<file path="config.mk">
export PLATFORM = sky130hd
export DESIGN_NAME = lcd_sync_gen
export DESIGN_NICKNAME = d
export VERILOG_FILES = /design/src/rtl/lcd_sync_gen.sv
export SDC_FILE = /design/constraint.sdc
export NUM_CORES = 1
export LEC_CHECK = 0
export ABC_AREA = 1
export BUFFER_PORTS_ARGS = -buffer_cell sky130_fd_sc_hd__buf_2
export CORE_MARGIN = 1.5
export CORE_UTILIZATION = 55
export DETAILED_ROUTE_END_ITERATION = 10
export PLACE_DENSITY = 0.82
export REMOVE_ABC_BUFFERS = 1
export SYNTH_ARGS = -nofsm -noshare
export SYNTH_HDL_FRONTEND = slang
export SYNTH_SLANG_ARGS = --single-unit
</file>
<file path="constraint.sdc">
create_clock -name sys_clk -period 2.2 [get_ports sys_clk]
set_input_delay 0.22 -clock sys_clk [delete_from_list [all_inputs] [get_ports sys_clk]]
set_output_delay 0.22 -clock sys_clk [all_outputs]
set_load 0.005 [all_outputs]
</file>
<file path="src/rtl/lcd_sync_gen.sv">
// Parametrised LCD timing generator: pixel-tick divider, h/v region counters and
// registered sync, data-enable and pixel-data outputs for the panel pads.
module lcd_sync_gen #(
    parameter int DATA_W   = 8,
    parameter int CLK_DIV  = 2,
    parameter int H_ACTIVE = 320,
    parameter int H_FP     = 20,
    parameter int H_SYNC_W = 30,
    parameter int H_BP     = 38,
    parameter int V_ACTIVE = 240,
    parameter int V_FP     = 4,
    parameter int V_SYNC_W = 3,
    parameter int V_BP     = 15,
    parameter bit HS_ACT   = 1'b0,
    parameter bit VS_ACT   = 1'b0
) (
    input  logic                                                 sys_clk,
    input  logic                                                 sys_rst,
    input  logic                                                 en,
    input  logic [DATA_W-1:0]                                    pix_data,
    output logic                                                 pix_req,
    output logic [(H_ACTIVE > 1 ? $clog2(H_ACTIVE) : 1)-1:0]     pix_x,
    output logic [(V_ACTIVE > 1 ? $clog2(V_ACTIVE) : 1)-1:0]     pix_y,
    output logic                                                 pix_ce,
    output logic                                                 H_SYNC,
    output logic                                                 V_SYNC,
    output logic                                                 de,
    output logic [DATA_W-1:0]                                    dataLCD,
    output logic                                                 frame_start,
    output logic                                                 line_start
);

    localparam int H_TOT = H_ACTIVE + H_FP + H_SYNC_W + H_BP;
    localparam int V_TOT = V_ACTIVE + V_FP + V_SYNC_W + V_BP;
    localparam int HW    = $clog2(H_TOT);
    localparam int VW    = $clog2(V_TOT);
    localparam int DW    = (CLK_DIV > 1) ? $clog2(CLK_DIV) : 1;
    localparam int XW    = (H_ACTIVE > 1) ? $clog2(H_ACTIVE) : 1;
    localparam int YW    = (V_ACTIVE > 1) ? $clog2(V_ACTIVE) : 1;

    localparam logic [DW-1:0] DIV_LAST_C = DW'(CLK_DIV - 1);
    localparam logic [HW-1:0] H_ACT_C    = HW'(H_ACTIVE);
    localparam logic [HW-1:0] H_SS_C     = HW'(H_ACTIVE + H_FP);
    localparam logic [HW-1:0] H_SE_C     = HW'(H_ACTIVE + H_FP + H_SYNC_W);
    localparam logic [HW-1:0] H_LAST_C   = HW'(H_TOT - 1);
    localparam logic [VW-1:0] V_ACT_C    = VW'(V_ACTIVE);
    localparam logic [VW-1:0] V_SS_C     = VW'(V_ACTIVE + V_FP);
    localparam logic [VW-1:0] V_SE_C     = VW'(V_ACTIVE + V_FP + V_SYNC_W);
    localparam logic [VW-1:0] V_LAST_C   = VW'(V_TOT - 1);

    logic [DW-1:0]     div_q, div_d;
    logic [HW-1:0]     h_q, h_d;
    logic [VW-1:0]     v_q, v_d;
    logic              ce_q, ce_d;
    logic              hs_q, hs_d;
    logic              vs_q, vs_d;
    logic              de_q, de_d;
    logic [DATA_W-1:0] data_q, data_d;
    logic              fs_q, fs_d;
    logic              ls_q, ls_d;

    logic act_h, act_v, in_hs, in_vs;

    assign act_h = (h_q < H_ACT_C);
    assign act_v = (v_q < V_ACT_C);
    assign in_hs = (h_q >= H_SS_C) && (h_q < H_SE_C);
    assign in_vs = (v_q >= V_SS_C) && (v_q < V_SE_C);

    assign pix_req     = en && ce_q && act_h && act_v;
    assign pix_x       = h_q[XW-1:0];
    assign pix_y       = v_q[YW-1:0];
    assign pix_ce      = ce_q;
    assign H_SYNC      = hs_q;
    assign V_SYNC      = vs_q;
    assign de          = de_q;
    assign dataLCD     = data_q;
    assign frame_start = fs_q;
    assign line_start  = ls_q;

    // Outputs decode the counters as they stand at the tick edge, so they trail them by one tick.
    always_comb begin
        div_d  = '0;
        h_d    = '0;
        v_d    = '0;
        ce_d   = 1'b0;
        hs_d   = ~HS_ACT;
        vs_d   = ~VS_ACT;
        de_d   = 1'b0;
        data_d = '0;
        fs_d   = 1'b0;
        ls_d   = 1'b0;
        if (en) begin
            div_d  = (div_q == DIV_LAST_C) ? '0 : div_q + DW'(1);
            ce_d   = (div_d == DIV_LAST_C);
            h_d    = h_q;
            v_d    = v_q;
            hs_d   = hs_q;
            vs_d   = vs_q;
            de_d   = de_q;
            data_d = data_q;
            if (ce_q) begin
                if (h_q == H_LAST_C) begin
                    h_d = '0;
                    v_d = (v_q == V_LAST_C) ? '0 : v_q + VW'(1);
                end else begin
                    h_d = h_q + HW'(1);
                end
                de_d   = act_h && act_v;
                data_d = (act_h && act_v) ? pix_data : '0;
                hs_d   = in_hs ? HS_ACT : ~HS_ACT;
                vs_d   = in_vs ? VS_ACT : ~VS_ACT;
                ls_d   = (h_q == '0);
                fs_d   = (h_q == '0) && (v_q == '0);
            end
        end
    end

    always_ff @(posedge sys_clk) begin
        if (sys_rst) begin
            div_q  <= '0;
            h_q    <= '0;
            v_q    <= '0;
            ce_q   <= 1'b0;
            hs_q   <= ~HS_ACT;
            vs_q   <= ~VS_ACT;
            de_q   <= 1'b0;
            data_q <= '0;
            fs_q   <= 1'b0;
            ls_q   <= 1'b0;
        end else begin
            div_q  <= div_d;
            h_q    <= h_d;
            v_q    <= v_d;
            ce_q   <= ce_d;
            hs_q   <= hs_d;
            vs_q   <= vs_d;
            de_q   <= de_d;
            data_q <= data_d;
            fs_q   <= fs_d;
            ls_q   <= ls_d;
        end
    end

endmodule

</file>
==> summary.txt <==
STA
  – Final Cycle Share: between 70% and 80%
  – Worst setup margin: about 0.45 ns
  – Min Hold Slack: 0.0850 ns
  – Setup TNS: 0 ns
  – Hold Fails Final Rpt: 0
  – Fin crit period: ~1.7 ns
  – Unrepaired setup endpoints after global routing: false
  – Count of pins over their slew limit: 0
  – # setup viols final: 0
  – Worst-margin pin slew: between 0.3 and 0.4 ns
  – Fmax: roughly 570 MHz
  – Skew final: around 0.0091 ns
  – Relative slew slack: roughly three quarters

Critical path
  – Critical path class: flip-flop to output port
  – R2R cell count: 8
  – Worst reg2reg endpoint: v_q[2]$_SDFFE_PP0P_
  – WP data required: 1.98 ns
  – Critical Path AT: about 1.5 ns
  – Worst setup EP type: output port
  – Crit-path max FO: 10
  – Reg2Reg Launch Point: pix_x[1]$_SDFFE_PP0P_
  – Worst Setup Start Kind: flip-flop
  – Reg-to-reg slack, setup: 0.69 ns

Hold path
  – Hold Path Stages: 3
  – HP Start: pix_data[4]
  – WHS Endpoint: dataLCD[4]$_SDFFE_PP0P_
  – Worst hold path type: input pin to flip-flop

Layout
  – Fin area: 1980 um^2
  – Share of cells above drive strength 1: roughly 26%
  – Nets: between 300 and 400
  – Synthesis-to-layout area growth: 14.8%
  – Ant diodes: 0
  – Fin cells: 334
  – Commonest non-fill, non-tap cell in the layout: nand2_1
  – Most frequent cells in the layout: 59 x nand2_1, 42 x buf_2, 34 x nor2_1

Logic synthesis
  – Synth Area in Compound Gates: 4.34%
  – Synth Register Bits: 32
  – Cell Area, Synth: 1730 um^2
  – Syn Inst Count: 250
  – Simple-gate share of the synthesized area: 42.4%
  – Syn Area/Cell: slightly below 7 um^2
  – Fraction of the mapped netlist area in adder cells: approximately 3.6%
  – Seq/Total Area, Yosys: a little under two fifths
  – Synth cell types: 25
  – Proportion of synthesized area in mux cells: 0%
  – Ys Warns: 0
  – Post-Synth XOR/XNOR Area: 0.507%
  – Largest family of logic cells by synthesized area: simple AND/OR/NAND/NOR gates

Floorplanning
  – Die Width: roughly 59 um
  – I/O pin count: 43
  – Die ar.: ~3500 um^2
  – Die height: around 60 um
  – Initial Utilization: 57.1%
  – Core area: 3030 um^2
  – # rows: 20

Clocking
  – CTS tree: built
  – CTS clock-pin slew for the worst setup and hold paths: between 0.1 and 0.15 ns
  – CTS Buf Count: 5
  – Longest Clk Path Bufs: 2
  – Clock root buffer: clkbuf_4
  – Resized cells post-CTS: 0
  – Post-CTS Setup Bufs: 0
  – CTS sink count: 32
  – Post-CTS Hold Buffers: 0
  – H-tree levels: 2
  – Clock Latency Late Sink: between 0.3 and 0.4 ns

Routing
  – Via count: roughly 1600
  – Vias per inst: around 4.9
  – Pre-antenna DRT Iters: 4
  – DRC violations left: 0
  – ANT nets after route: 0
  – Post-Route WL: 3630 um
  – Iter 0 DRT Violations: 107
  – Routed wire per std cell: ~11 um

Status
  – Status: finished, final reports clean

Power
  – PD cells: between 400 and 500 nW/um^2
  – Internal Pwr Total: between 0.7 and 0.8 mW
  – Worst VDD drop: around 0.38 mV
  – Leak pwr: ~0.9 nW
  – Psw: approximately 0.26 mW
  – Comb pwr share: 5.9%
  – Sequential share of power: approximately 60%
  – Clock power frac: around a third
  – Sw frac: about a quarter

Placed design
  – Place WS: 0.712 ns
  – Placed insts: 326
  – Gpl congestion: about 0.99
  – Post-DP HPWL: around 2800 um
  – PortBufs: 42
  – Post-DP Area: about 1900 um^2

Global route
  – First-pass GRT wire length: around 6500 um
  – Vias in the first global route: approximately 1500
  – GRT Total Usage: 24.4%
  – Global route overflow: 0
  – Pin count of the biggest net entering global routing: 13
  – Initial antenna violation count: 0

Job
  – Max cap viols: 0
==> power groups by stage <==
stage	logic (mW)	clock network, mW	registers [mW]
after floorplan	0.0292	0	0.606
after global placement	0.0590	0	0.603
after CTS	0.0590	0.358	0.590
after detailed placement	0.0590	0	0.603
final	0.0588	0.343	0.590
after global routing	0.0667	0.390	0.591
==> layout make-up <==
class,instances,area [um^2]
tap,44,55.1
timing repair buffer,44,225
multi-input combinational,173,878
inverter,33,124
sequential,32,641
clock inverter,3,23.8
fill,285,1040
clock buffer,5,37.5
==> logic make-up after synthesis <==
logic type,count (synthesis)
compound gates,15
xor+xnor,1
fa+ha+maj,5
buf+inv,45
flops,32
simple gates,152
==> worst max-delay path by stage <==
stage	startpoint	to	slack, ns	cells past startpoint
floorplan	pix_ce$_SDFF_PP0_	pix_x[8]$_SDFFE_PP0P_	0.80	5
global placement	pix_x[0]$_SDFFE_PP0P_	v_q[0]$_SDFFE_PP0P_	0.74	8
detailed placement	pix_x[1]$_SDFFE_PP0P_	v_q[2]$_SDFFE_PP0P_	0.71	8
CTS	pix_ce$_SDFF_PP0_	pix_req	0.44	3
global route	pix_ce$_SDFF_PP0_	pix_req	0.31	3
finish	pix_ce$_SDFF_PP0_	pix_req	0.45	3
==> registers in the layout, indices dropped and copies added (netlist names) <==
register	count
pix_ce	1
v_q	9
line_start	1
de	1
dataLCD	8
V_SYNC	1
frame_start	1
H_SYNC	1
pix_x	9
==> synth_stat cells <==
master    number  area, um^2
nand2_1       59         221
nor2_1        34         128
dfxtp_1       32         641
inv_1         27         101
nand3_1       23         115
a21oi_1       10        50.1
buf_4         10        75.1
nor3_1         8        40.0
nand4_1        7        43.8
ha_1           5        62.6
inv_2          5        18.8
o21ai_0        5        25.0
nand2_2        4        25.0
nor2_4         4        45.0
nor2_2         3        18.8
buf_2          2        10.0
nand2_4        2        22.5
nand3_2        2        20.0
nor4_1         2        12.5
clkinv_1       1        3.75
nor3_2         1        10.0
nor3_4         1        16.3
nor3b_1        1        7.51
or2_2          1        6.26
xor2_1         1        8.76
==> worst max-delay path, cell delays in order, from the launching register on <==
cell and delay [ns]:
dfxtp_1 0.46, nand3_1 0.16, nor3_4 0.38, buf_2 0.19
==> metal layers <==
metal | wire [um] | global-route usage, % | up-vias
li1 | - | - | 868
met1 | 1640 | 31.4 | 735
met2 | 1760 | 38.9 | 40
met3 | 155 | 5.24 | 5
met4 | 70 | 11.4 | 0
met5 | 0 | 0 | -
==> stage by stage <==
stage	power [mW]	util (%)
after floorplan	0.635	-
after global placement	0.662	63.5
after detailed placement	0.662	63.5
after CTS	1.01	65.5
after global routing	1.05	65.5
final	0.992	65.5
No activity file was read; power rests on OpenSTA's default activity.
